**config.mk**
```make
export PLATFORM = sky130hd
export DESIGN_NAME = pulse_stretcher
export DESIGN_NICKNAME = d
export VERILOG_FILES = /design/src/rtl/pulse_stretcher.sv
export SDC_FILE = /design/constraint.sdc
export NUM_CORES = 1
export LEC_CHECK = 0
export ABC_AREA = 1
export CAP_MARGIN = 20
export CORE_MARGIN = 4
export CORE_UTILIZATION = 60
export DETAILED_ROUTE_END_ITERATION = 16
export GPL_TIMING_DRIVEN = 0
export PLACE_DENSITY_LB_ADDON = 0.25
export SLEW_MARGIN = 20
export SYNTH_ARGS = -nofsm -noshare
export SYNTH_HDL_FRONTEND = slang
export SYNTH_SLANG_ARGS = --single-unit
```
**constraint.sdc**
```tcl
create_clock -name clk -period 2.2 [get_ports clk]
set_clock_uncertainty 0.15 [all_clocks]
set_input_delay 0.22 -clock clk [delete_from_list [all_inputs] [get_ports clk]]
set_output_delay 0.22 -clock clk [all_outputs]
set_load 0.02 [all_outputs]
```
**src/rtl/pulse_stretcher.sv**
```systemverilog
// pulse_stretcher: turns single-cycle event strobes into fixed active-low windows with a guaranteed gap, queuing extra events
module pulse_stretcher #(
  parameter int HOLD_CYCLES = 25000000,
  parameter int GAP_CYCLES  = 12500000,
  parameter int PEND_W      = 3
) (
  input  logic              clk,
  input  logic              rst,
  input  logic              pulse_in,
  input  logic              clear,
  output logic              led_out,
  output logic              busy,
  output logic [PEND_W-1:0] pending,
  output logic              overflow
);
  localparam int MAXC = (HOLD_CYCLES > GAP_CYCLES) ? HOLD_CYCLES : GAP_CYCLES;
  localparam int CW   = $clog2(MAXC + 1);
  typedef enum logic [1:0] {IDLE, HOLD, GAP} state_t;
  state_t state, state_n;
  logic [CW-1:0] cnt, cnt_n;
  logic [PEND_W-1:0] pending_n;
  logic overflow_n, last, restart;
  always_comb begin
    state_n    = state;
    cnt_n      = cnt;
    pending_n  = pending;
    overflow_n = overflow;
    last       = cnt == CW'(1);
    restart    = (pending != '0) || pulse_in;
    case (state)
      IDLE: begin
        state_n = pulse_in ? HOLD : IDLE;
        cnt_n   = pulse_in ? CW'(HOLD_CYCLES) : cnt;
      end
      HOLD: begin
        state_n = last ? GAP : HOLD;
        cnt_n   = last ? CW'(GAP_CYCLES) : cnt - CW'(1);
      end
      GAP: begin
        state_n = !last ? GAP : restart ? HOLD : IDLE;
        cnt_n   = !last ? cnt - CW'(1) : restart ? CW'(HOLD_CYCLES) : '0;
      end
      default: begin
        state_n = IDLE;
        cnt_n   = '0;
      end
    endcase
    // On the final gap cycle a dequeue frees a slot, so a coincident pulse is never lost there
    if (state == GAP && last)
      pending_n = (pending == '0 || pulse_in) ? pending : pending - PEND_W'(1);
    else if (state != IDLE && pulse_in) begin
      pending_n  = (&pending) ? pending : pending + PEND_W'(1);
      overflow_n = overflow | (&pending);
    end
    if (clear) begin
      state_n    = IDLE;
      cnt_n      = '0;
      pending_n  = '0;
      overflow_n = 1'b0;
    end
  end
  always_ff @(posedge clk) begin
    if (!rst) begin
      state    <= IDLE;
      cnt      <= '0;
      pending  <= '0;
      overflow <= 1'b0;
      led_out  <= 1'b1;
      busy     <= 1'b0;
    end else begin
      state    <= state_n;
      cnt      <= cnt_n;
      pending  <= pending_n;
      overflow <= overflow_n;
      led_out  <= state_n != HOLD;
      busy     <= state_n != IDLE;
    end
  end
endmodule
```
Word-level counts from Yosys, hierarchy flattened:

Index checks and enable logic that the tools add are counted.

* output and inout port bits: 6
* logic and storage cells: 48
* input bits: 4
* register bits after elaboration: 33

* eq/ne operators: 7
* reduce and logical (&&, ||, !) cells: 14
* add/sub/neg operators: 3
* bitwise operators: 3
* mux-type cells: 15

Operators with widths (number)
* 25-bit two-way mux: 4
* 25-bit one-hot mux with 3 select lines: 1
* 25-bit by 1-bit equality test with 1-bit output (second input constant): 1
* 25-bit by 1-bit subtractor with 25-bit output (second input constant): 1
* 3-bit two-way mux: 4
* 2-bit two-way mux: 3
* 2-bit != test (second input constant): 3
* 2-bit one-hot mux with 3 select lines: 1
* 3-bit AND reduction: 2
* 2-bit nonzero test: 3
* 3-bit by 1-bit adder with 3-bit output (second input constant): 1
* 3-bit logical NOT: 1
* 3-bit nonzero test: 1
* 3-bit by 1-bit subtractor with 3-bit output (second input constant): 1
* 2-bit by 1-bit equality test with 1-bit output (second input constant): 1
* 2-bit equality test (second input constant): 1
* 1-bit logical AND: 2
* 2-bit logical NOT: 1
* 1-bit logical OR: 2
* 1-bit two-way mux: 2
* 2-bit by 1-bit != test with 1-bit output (second input constant): 1
* 1-bit inverter: 2
* 2-bit AND reduction: 1
* 2-bit OR reduction: 1
* 1-bit OR: 1

Depth between registers and ports, before layout:

Gate-level depths: netlist of run 1.

* depth in word-level cells: 7
* mapped depth: 14
* gate-level depth less buffers: 14

Worst setup path before layout of run 1:

Ideal clock, no wire load.

* kind: reg2reg
* from: reg cnt[1]
* to: reg pending[2]
* path buffers: 0
* path slack: 214 ps
* clock period less this slack: 1986 ps
* cell stages (with the launch flop): 15
* required time: 1935 ps
* data arrival time: 1721 ps
* cells stage by stage: dfxtp_1 inv_1 ha_1 inv_1 nor2_1 nand2_1 nor2_1 nand4_1 fa_1 inv_1 nand2_1 nand2_1 nand3_1 nand2_1 nor2_1

* word-level cells in the longest chain between the ends: 4

Ends and longest elaborated chain
* from (decl): line 20 `logic [CW-1:0] cnt, cnt_n;`
* from (signal assigned): line 72 `cnt <= cnt_n;`
* 25-bit by 1-bit equality test with 1-bit output *: line 28 `last = cnt == CW'(1);`
* 1-bit logical AND *: line 49 `if (state == GAP && last)`
* 2-bit != test (no line) / 2-bit nonzero test (equally long branches)
* 3-bit AND reduction (no line)
* to (signal assigned): line 73 `pending <= pending_n;`
* to (decl): line 13 `output logic [PEND_W-1:0] pending,`

Mark *: on every way between the ends. The rest lies on a longest branch, timed or not.
A chain may end at the register's enable or synchronous reset.

Worst setup path in the final report of run 1:

Same ends and word-level chain as after synthesis.

==> results.json, run 1 <==
{
  "syn_nets": 323,
  "syn_to_final_growth_pct": 11.2,
  "clock_sinks": 33,
  "cts_root_buf": "clkbuf_4",
  "critPathCaptureType": "flop",
  "gp_congestion": 0.886,
  "p_sw_share_pct": 33.2,
  "route.detailed.drc": 0,
  "rsz0062_at_grt": "yes",
  "min_path_type": "in -> reg",
  "ys_ff_latch": 33,
  "cts_tree": "yes",
  "design_area_mm2": 0.00226,
  "period_share_pct": 93.2,
  "port_buffers": 9,
  "grt_use_total_pct": 24.1,
  "intPower_mw": 0.936,
  "peakVddDrop_mv": 0.397,
  "slew_headroom_pct": 59.2,
  "final_nets": 340,
  "finalSetupViolations": 0,
  "path_max_fanout": 3,
  "worst_path_max_delay_cell": "fa_2",
  "synth.distinct_cells": 31,
  "grt_start_max_net_pins": 11,
  "fmax_mhz": 488,
  "initial_core_util_pct": 64.5,
  "syn_inst": 316,
  "yosys_warnings": 0,
  "combPwrFrac_pct": 25.2,
  "hold_viol_final": 0,
  "cp-start-kind": "flop",
  "syn-mean-instance-area_um2": 6.44,
  "hold_ws_ns": 0.317,
  "grt_pass1_vias": 1865,
  "routed_wl_um": 4590,
  "vias": 2009,
  "path_clk_slew_ns": 0.10,
  "ys_top_cells_by_area": "dfxtp_1 (32%), nand2_1 (14%), nor2_1 (9.4%), a21oi_1 (5.9%), inv_1 (5.9%)",
  "power_frac_seq_pct": 46.1,
  "p_clk_share_pct": 28.6,
  "diodes": 0,
  "die_w_um": 66.2,
  "fin_crit_ns": 2.05,
  "worstPathRequired_ns": 2.30,
  "clock_latency_ns": 0.34,
  "p_sw_mw": 0.464,
  "coreArea_mm2": 0.00315,
  "mostFrequentLayoutCell": "nand2_1",
  "avgRoutedWirePerCell_um": 12.1,
  "grt-ovfl-total": 0,
  "final_cell_mix": "nand2_1 (76), nor2_1 (50), dfxtp_1 (33)",
  "postRouteAntennaNets": 0,
  "leakagePower_nw": 1.07,
  "max-clock-path-buffers": 2,
  "synth_top_area_share_pct": 32.5,
  "dpl.hpwl_um": 3470,
  "dr.pass1.iters": 5,
  "post_dp_cell_area_mm2": 0.00218,
  "antenna_found_initial": 0,
  "syn_area_mm2": 0.00203,
  "fp.dieH_um": 66.2,
  "cp_cell_sequence": "inv_1 -> ha_1 -> inv_1 -> nor2_1 -> nand2_1 -> nor2_2 -> nand4_1 -> fa_2 -> inv_1 -> nand2_1 -> nand2_1 -> nand3_1 -> nand2_1 -> nor2_1",
  "routed_via_density": 5.31,
  "status": "finished clean",
  "max_stage_delay_ns": 0.38,
  "criticalPathCategory": "reg -> reg",
  "maxCapViolations": 0,
  "grt_pass1_wl_um": 8210,
  "cts_made_buffers": 5,
  "htree_levels": 2,
  "io_pins": 10,
  "maxSlewViolCount": 0,
  "cts_hold_buffers": 0,
  "dieArea_mm2": 0.00439,
  "cpMostUsedCell": "nand2_1",
  "arrival_ns": 2.15,
  "drtIter0Drc": 133,
  "worst_pin_slew_ns": 0.612,
  "yosysSeqAreaShare_pct": 32.5,
  "drive_gt1_share_pct": 10.8,
  "core.rowCount": 20,
  "synth_top_area_cell": "dfxtp_1",
  "power_per_cell_area_mw_per_mm2": 619
}
==> through the flow <==
step	power, mW	setup TNS (ns)	util, %	instances	worst slack, ns
after CTS	1.40	0	71.6	378	0.0867
after floorplan	0.933	0	-	316	0.214
after global placement	0.999	-0.805	69.1	369	-0.0979
final	1.40	0	71.7	378	0.150
after detailed placement	1.01	-0.948	69.1	369	-0.111
after global routing	1.49	-0.0334	71.7	378	-0.0334
==> final timing paths <==
kind                                       startpoint                      end  slack, ns  depth (start not counted)
worst max register to register    cnt[1]$_SDFFE_PP0P_  pending[2]$_SDFFE_PP0P_       0.15                         14
worst max-delay path              cnt[1]$_SDFFE_PP0P_  pending[2]$_SDFFE_PP0P_       0.15                         14
worst min-delay path                              rst      state[1]$_SDFF_PN0_       0.32                          3
worst min register to register  overflow$_SDFFE_PP0P_    overflow$_SDFFE_PP0P_       0.32                          2
==> area by class of cell <==
type | count | area (um^2)
plain buffers | 5 | 27.5
well taps | 44 | 55.1
fillers | 294 | 891
repair buffers | 10 | 97.6
inverters | 35 | 131
flip-flops and latches | 33 | 661
multi-input cells | 243 | 1220
clock buffers | 7 | 65.1
clock inverters | 1 | 5.00
==> synth_stat cells (all sizes together) <==
cell and n:
inv 34, or2 3, dfxtp 33, xnor2 5
nor2 62, a21oi 24, fa 1, nor3b 1
o21a 1, buf 2, clkbuf 3, nand3 20
a31oi 1, o21ai 23, ha 2, nor3 5
nand4 6, and3 2, xor2 7, nand2 80
clkinv 1
==> sequential cells by signal (all words and copies together) (netlist names) <==
register and count:
busy 1, state 2, led_out 1, pending 3, cnt 25, overflow 1
==> routing by layer <==
metal,vias to the layer above,track usage (%),routed length (um)
met3,9,5.10,185
met2,44,40.0,2200
met1,915,30.1,2100
met4,0,9.39,102
met5,-,0,0
li1,1041,-,-
==> repair_timing <==
action                                  CTS  global route
setup buffers                             1             0
endpoints found under the setup margin    1            10
pin swaps                                 1             1
resized for setup                         0             3
==> kinds of logic (layout without fill, tap and decap cells) <==
logic type | after synthesis | after routing | share of synthesized area [%]
AND/OR/NAND/NOR | 179 | 179 | 39.7
buffers and inverters | 40 | 58 | 7.81
adder cells (fa/ha/maj) | 3 | 3 | 2.21
XOR/XNOR | 12 | 12 | 5.17
flip-flops | 33 | 33 | 32.5
AO/OA/AOI/OAI | 49 | 49 | 12.6
==> power groups by stage <==
stage / clock [mW] / combinational, mW / sequential (mW)
3_5_place_dp: 0 / 0.348 / 0.659
6_report: 0.401 / 0.353 / 0.646
3_3_place_gp: 0 / 0.340 / 0.658
5_1_grt: 0.435 / 0.402 / 0.650
4_1_cts: 0.403 / 0.350 / 0.645
2_1_floorplan: 0 / 0.278 / 0.655
==> worst max-delay path: cells and delay by family, from the launching register on <==
family / cells / cell delay [ns]
buf+inv: 3 / 0.18
fa+ha+maj: 2 / 0.54
simple gates: 9 / 0.75
flops: 1 / 0.34
(Power assumes the default switching activity.)
==> run 2, diff against run 1 <==
- CTS_BUF_LIST: unset -> sky130_fd_sc_hd__clkbuf_16
- PLACE_DENSITY: unset -> 0.87
- PLACE_DENSITY_LB_ADDON: 0.25 -> unset
==> run 2 against run 1 <==
Net effect:
- sequential power about the same
- wire length increased by 11%
- worst hold slack improved by 0.0013 ns
- core utilization increased by 4.0 points
- via count increased by 3.7%
- register-to-register slack about the same
- critical path depth decreased by 2
- sequential share of layout area decreased by 1.6 points
- die area unchanged
==> results.json, run 2 (synthesis results as in run 1) <==
{
  "route.detailed.drc": 0,
  "peakVddDrop_mv": 0.474,
  "power_per_cell_area_mw_per_mm2": 805,
  "max-clock-path-buffers": 2,
  "syn_to_final_growth_pct": 17.5,
  "hold_viol_final": 0,
  "final_cell_mix": "nand2_1 (76), nor2_1 (51), dfxtp_1 (33)",
  "reg.largest.list": "cnt x25, pending x3, state x2",
  "grt_start_max_net_pins": 12,
  "worst_pin_slew_ns": 0.586,
  "port_buffers": 9,
  "dr.pass1.iters": 5,
  "grt-ovfl-total": 0,
  "maxSlewViolCount": 0,
  "cpMostUsedCell": "nor2_1",
  "diodes": 0,
  "grt_pass1_wl_um": 8670,
  "routed_wl_um": 5100,
  "worst_path_max_delay_cell": "fa_2",
  "worstPathRequired_ns": 2.23,
  "clock_latency_ns": 0.28,
  "gp_congestion": 0.919,
  "fmax_mhz": 487,
  "final_core_util_pct": 75.8,
  "die_w_um": 66.2,
  "largest_register_ffs": 25,
  "core.rowCount": 20,
  "max_stage_delay_ns": 0.39,
  "cp-start-kind": "flop",
  "cts_root_buf": "clkbuf_16",
  "cp_cell_sequence": "inv_1 -> ha_1 -> inv_1 -> nor2_1 -> nand2_1 -> nor2_1 -> nand4_1 -> fa_2 -> nand3_1 -> nand2_1 -> a21oi_1 -> nor2_1",
  "antenna_found_initial": 0,
  "fin_crit_ns": 2.05,
  "path_clk_slew_ns": 0.06,
  "arrival_ns": 2.08,
  "criticalPathCategory": "reg -> reg",
  "grt_pass1_vias": 1943,
  "nFillCells": 245,
  "coreArea_mm2": 0.00315,
  "status": "finished clean",
  "drtIter0Drc": 170,
  "critPathCaptureType": "flop",
  "largest_register": "cnt",
  "drive_gt1_share_pct": 10.5,
  "cts_tree": "yes",
  "period_share_pct": 93.3,
  "finalSetupViolations": 0,
  "maxCapViolations": 0,
  "htree_levels": 2,
  "routed_via_density": 5.51,
  "leakagePower_nw": 1.12,
  "dpl.hpwl_um": 3500,
  "vias": 2083,
  "clock_sinks": 33,
  "final_nets": 340,
  "cts_made_buffers": 5,
  "cts_hold_buffers": 0,
  "io_pins": 10,
  "dieArea_mm2": 0.00439,
  "initial_core_util_pct": 64.5,
  "fp.dieH_um": 66.2,
  "grt_use_total_pct": 25.8,
  "min_path_type": "reg -> reg",
  "postRouteAntennaNets": 0,
  "mostFrequentLayoutCell": "nand2_1",
  "tns_ns": 0,
  "slew_headroom_pct": 60.9,
  "path_max_fanout": 3,
  "avgRoutedWirePerCell_um": 13.5
}
run 2: repair_timing:
action	CTS	global route
buffers inserted	0	1
setup endpoints to repair	0	12
resized for setup	0	4
run 2: area by class of cell:
cell class	instances	area (um^2)	area share [%]
timing repair buffer	10	97.6	4.08
multi-input combinational	243	1230	51.4
clock inverter	3	65.1	2.72
tap	44	55.1	2.30
inverter	35	131	5.50
clock buffer	5	125	5.24
sequential	33	661	27.6
buffer	5	27.5	1.15
run 2: worst paths after layout:
path	startpoint	endpoint	slack (ns)	depth (start not counted)
max	cnt[1]$_SDFFE_PP0P_	pending[2]$_SDFFE_PP0P_	0.15	12
min	overflow$_SDFFE_PP0P_	overflow$_SDFFE_PP0P_	0.32	2
max reg2reg	cnt[1]$_SDFFE_PP0P_	pending[2]$_SDFFE_PP0P_	0.15	12
min reg2reg	overflow$_SDFFE_PP0P_	overflow$_SDFFE_PP0P_	0.32	2
run 2: stage by stage:
step	hold WS [ns]	cells	power, mW	worst slack, ns	cell area (um^2)
after floorplan	0.233	316	0.933	0.214	2030
after global placement	0.291	369	0.998	-0.108	2180
after detailed placement	0.299	369	1.01	-0.112	2180
after CTS	0.312	377	1.91	0.0280	2370
after global routing	0.335	378	2.00	-0.00447	2390
final	0.318	378	1.92	0.146	2390
run 2: power by group:
part,switching (mW),total [mW],internal (mW)
Clock,0.265,0.911,0.647
Sequential,0.0267,0.648,0.621
Combinational,0.233,0.365,0.132
Total,0.524,1.92,1.40
run 2: metal layers:
layer	vias to the layer above	share of wire, %	track usage [%]
met5	-	0	0
met4	0	1.5	11.4
met3	13	5.8	5.10
met2	74	50	44.5
met1	956	42	30.6
li1	1040	-	-
run 2: critical path, delay by kind of cell, from the launching register on:
| kind | cells | cell delay [ns] |
|---|---|---|
| compound gates | 1 | 0.15 |
| buf+inv | 2 | 0.11 |
| simple gates | 7 | 0.67 |
| flops | 1 | 0.32 |
| fa+ha+maj | 2 | 0.54 |
==> run 3, diff against run 2 <==
- clock period: 2.2 -> 2.03 ns (I/O delays scaled with it)
==> run 3 against run 2 <==
Net effect:
- the flow now finishes with violations (setup timing)
- wire length is 13% higher
- die area stayed put
- design area is 6.8% higher
- sequential share of layout area is 1.7 points lower
- sequential power is 8.8% higher
- global-route usage is 0.11 points higher
- non-clock buffer count is 11 higher
- via count is 6.6% higher
- critical path depth stayed put
- maximum frequency is 3.2% lower
- register-to-register slack worse by 0.24 ns
- largest cell class unchanged
==> results.json, run 3 (synthesis results as in run 1) <==
{
  "status": "finished, violations left",
  "violations": "setup timing",
  "min-delay-start": "overflow$_SDFFE_PP0P_",
  "maxSlewViolCount": 0,
  "min_path_type": "reg -> reg",
  "max-clock-path-buffers": 2,
  "peakVddDrop_mv": 0.517,
  "routed_wl_um": 5780,
  "routed_via_density": 5.71,
  "grt_pass1_wl_um": 8720,
  "r2r_slack_ns": -0.09,
  "path_clk_slew_ns": 0.06,
  "hold_depth": 2,
  "drive_gt1_share_pct": 19.4,
  "final_core_util_pct": 80.9,
  "diodes": 0,
  "vias": 2220,
  "hold_ws_ns": 0.316,
  "reg.largest.list": "cnt x25, pending x3, state x2",
  "arrival_ns": 2.15,
  "mostFrequentLayoutCell": "nand2_1",
  "clock_sinks": 33,
  "port_buffers": 9,
  "setup_ws_ns": -0.0920,
  "dieArea_mm2": 0.00439,
  "cts_root_buf": "clkbuf_16",
  "path_max_fanout": 3,
  "cts_made_buffers": 5,
  "power_per_cell_area_mw_per_mm2": 836,
  "io_pins": 10,
  "reg2reg_to": "pending[2]$_SDFFE_PP0P_",
  "worstPathRequired_ns": 2.06,
  "worst_pin_slew_ns": 0.578,
  "largest_register": "cnt",
  "finalSetupViolations": 12,
  "period_share_pct": 105,
  "cts_tree": "yes",
  "timing.rr.start": "cnt[1]$_SDFFE_PP0P_",
  "final_cell_mix": "nand2_1 (70), nor2_1 (47), dfxtp_1 (31)",
  "dr.pass1.iters": 5,
  "route.detailed.drc": 0,
  "syn_to_final_growth_pct": 25.4,
  "cts_hold_buffers": 0,
  "initial_core_util_pct": 64.5,
  "fmax_mhz": 471,
  "hold_viol_final": 0,
  "drtIter0Drc": 234,
  "leakagePower_nw": 1.17,
  "fp.dieH_um": 66.2,
  "hold_path_end": "overflow$_SDFFE_PP0P_",
  "cp-start-kind": "flop",
  "grt_start_max_net_pins": 12,
  "clock_latency_ns": 0.28,
  "postRouteAntennaNets": 0,
  "fin_crit_ns": 2.12,
  "slew_headroom_pct": 61.5,
  "coreArea_mm2": 0.00315,
  "rsz0062_at_grt": "yes",
  "core.rowCount": 20,
  "final_nets": 351,
  "grt-ovfl-total": 0,
  "critPathCaptureType": "flop",
  "grt_pass1_vias": 1946,
  "reg2regPathDepth": 12,
  "antenna_found_initial": 0,
  "gp_congestion": 0.919,
  "grt_use_total_pct": 25.9,
  "criticalPathCategory": "reg -> reg",
  "die_w_um": 66.2,
  "avgRoutedWirePerCell_um": 14.8,
  "dpl.hpwl_um": 3500,
  "tns_ns": -0.299,
  "maxCapViolations": 0,
  "htree_levels": 2,
  "largest_register_ffs": 25
}
-- run 3: changes by cell type in the layout (fill, tap and decap cells not counted), moves of 2 or more --
| cell | before | now |
|---|---|---|
| inv_2 | 3 | 7 |
| nor2_4 | 4 | 7 |
| dfxtp_1 | 33 | 31 |
| dfxtp_2 | 0 | 2 |
| nand2_1 | 76 | 70 |
| inv_1 | 32 | 27 |
| nand2_4 | 0 | 2 |
| nor2_1 | 51 | 47 |
| nand2_2 | 3 | 7 |
| buf_4 | 1 | 12 |
-- run 3: per-stage QoR --
stage	setup WS, ns	total power, mW	instances	area [um^2]
2_1_floorplan	0.0439	1.01	316	2030
3_3_place_gp	-0.261	1.08	369	2180
3_5_place_dp	-0.265	1.09	369	2180
4_1_cts	0.00119	2.08	379	2390
5_1_grt	-0.222	2.21	389	2550
6_report	-0.0920	2.13	389	2550
-- run 3: where the power goes --
group / switching [mW] / total, mW / internal [mW]
Sequential: 0.0317 / 0.705 / 0.673
Combinational: 0.274 / 0.437 / 0.162
Clock: 0.290 / 0.991 / 0.701
Total: 0.596 / 2.13 / 1.54
-- run 3: critical path, cell delays in order, from the launching register on --
cell and delay, ns:
dfxtp_2 0.33, inv_2 0.07, ha_4 0.13, inv_2 0.03, nor2_1 0.08, nand2_1 0.06, nor2_2 0.16, nand4_1 0.19
fa_2 0.42, nand3_1 0.13, nand2_2 0.08, a21oi_2 0.13, nor2_1 0.05
-- run 3: final cells by class --
| type | count | area, um^2 |
|---|---|---|
| Buffer | 5 | 27.5 |
| Clock buffer | 5 | 125 |
| Clock inverter | 3 | 65.1 |
| Fill cell | 205 | 602 |
| Inverter | 35 | 133 |
| Multi-Input combinational cell | 243 | 1300 |
| Sequential cell | 33 | 663 |
| Tap cell | 44 | 55.1 |
| Timing Repair Buffer | 21 | 180 |
-- run 3: how the worst max path moves through the flow --
stage	from	end	slack [ns]	cells past startpoint
after floorplan	cnt[1]$_SDFFE_PP0P_	pending[2]$_SDFFE_PP0P_	0.04	14
after global placement	rst	cnt[24]$_SDFFE_PP0P_	-0.26	6
after detailed placement	rst	cnt[24]$_SDFFE_PP0P_	-0.26	6
after CTS	cnt[11]$_SDFFE_PP0P_	pending[2]$_SDFFE_PP0P_	0.001	9
after global routing	cnt[1]$_SDFFE_PP0P_	pending[2]$_SDFFE_PP0P_	-0.22	12
final	cnt[1]$_SDFFE_PP0P_	pending[2]$_SDFFE_PP0P_	-0.09	12
-- run 3: layer usage --
layer,vias to the layer above,share of wire [%],global-route usage [%]
met4,0,3.5,11.7
met2,108,51,44.2
met1,1017,39,30.8
met5,-,0,0
li1,1068,-,-
met3,27,6.9,5.44
-- run 3: repair_timing --
item                                    CTS  global route
setup buffers                             2            10
endpoints found under the setup margin    3            30
gates resized for setup                   2            30
pin swaps                                 1            14
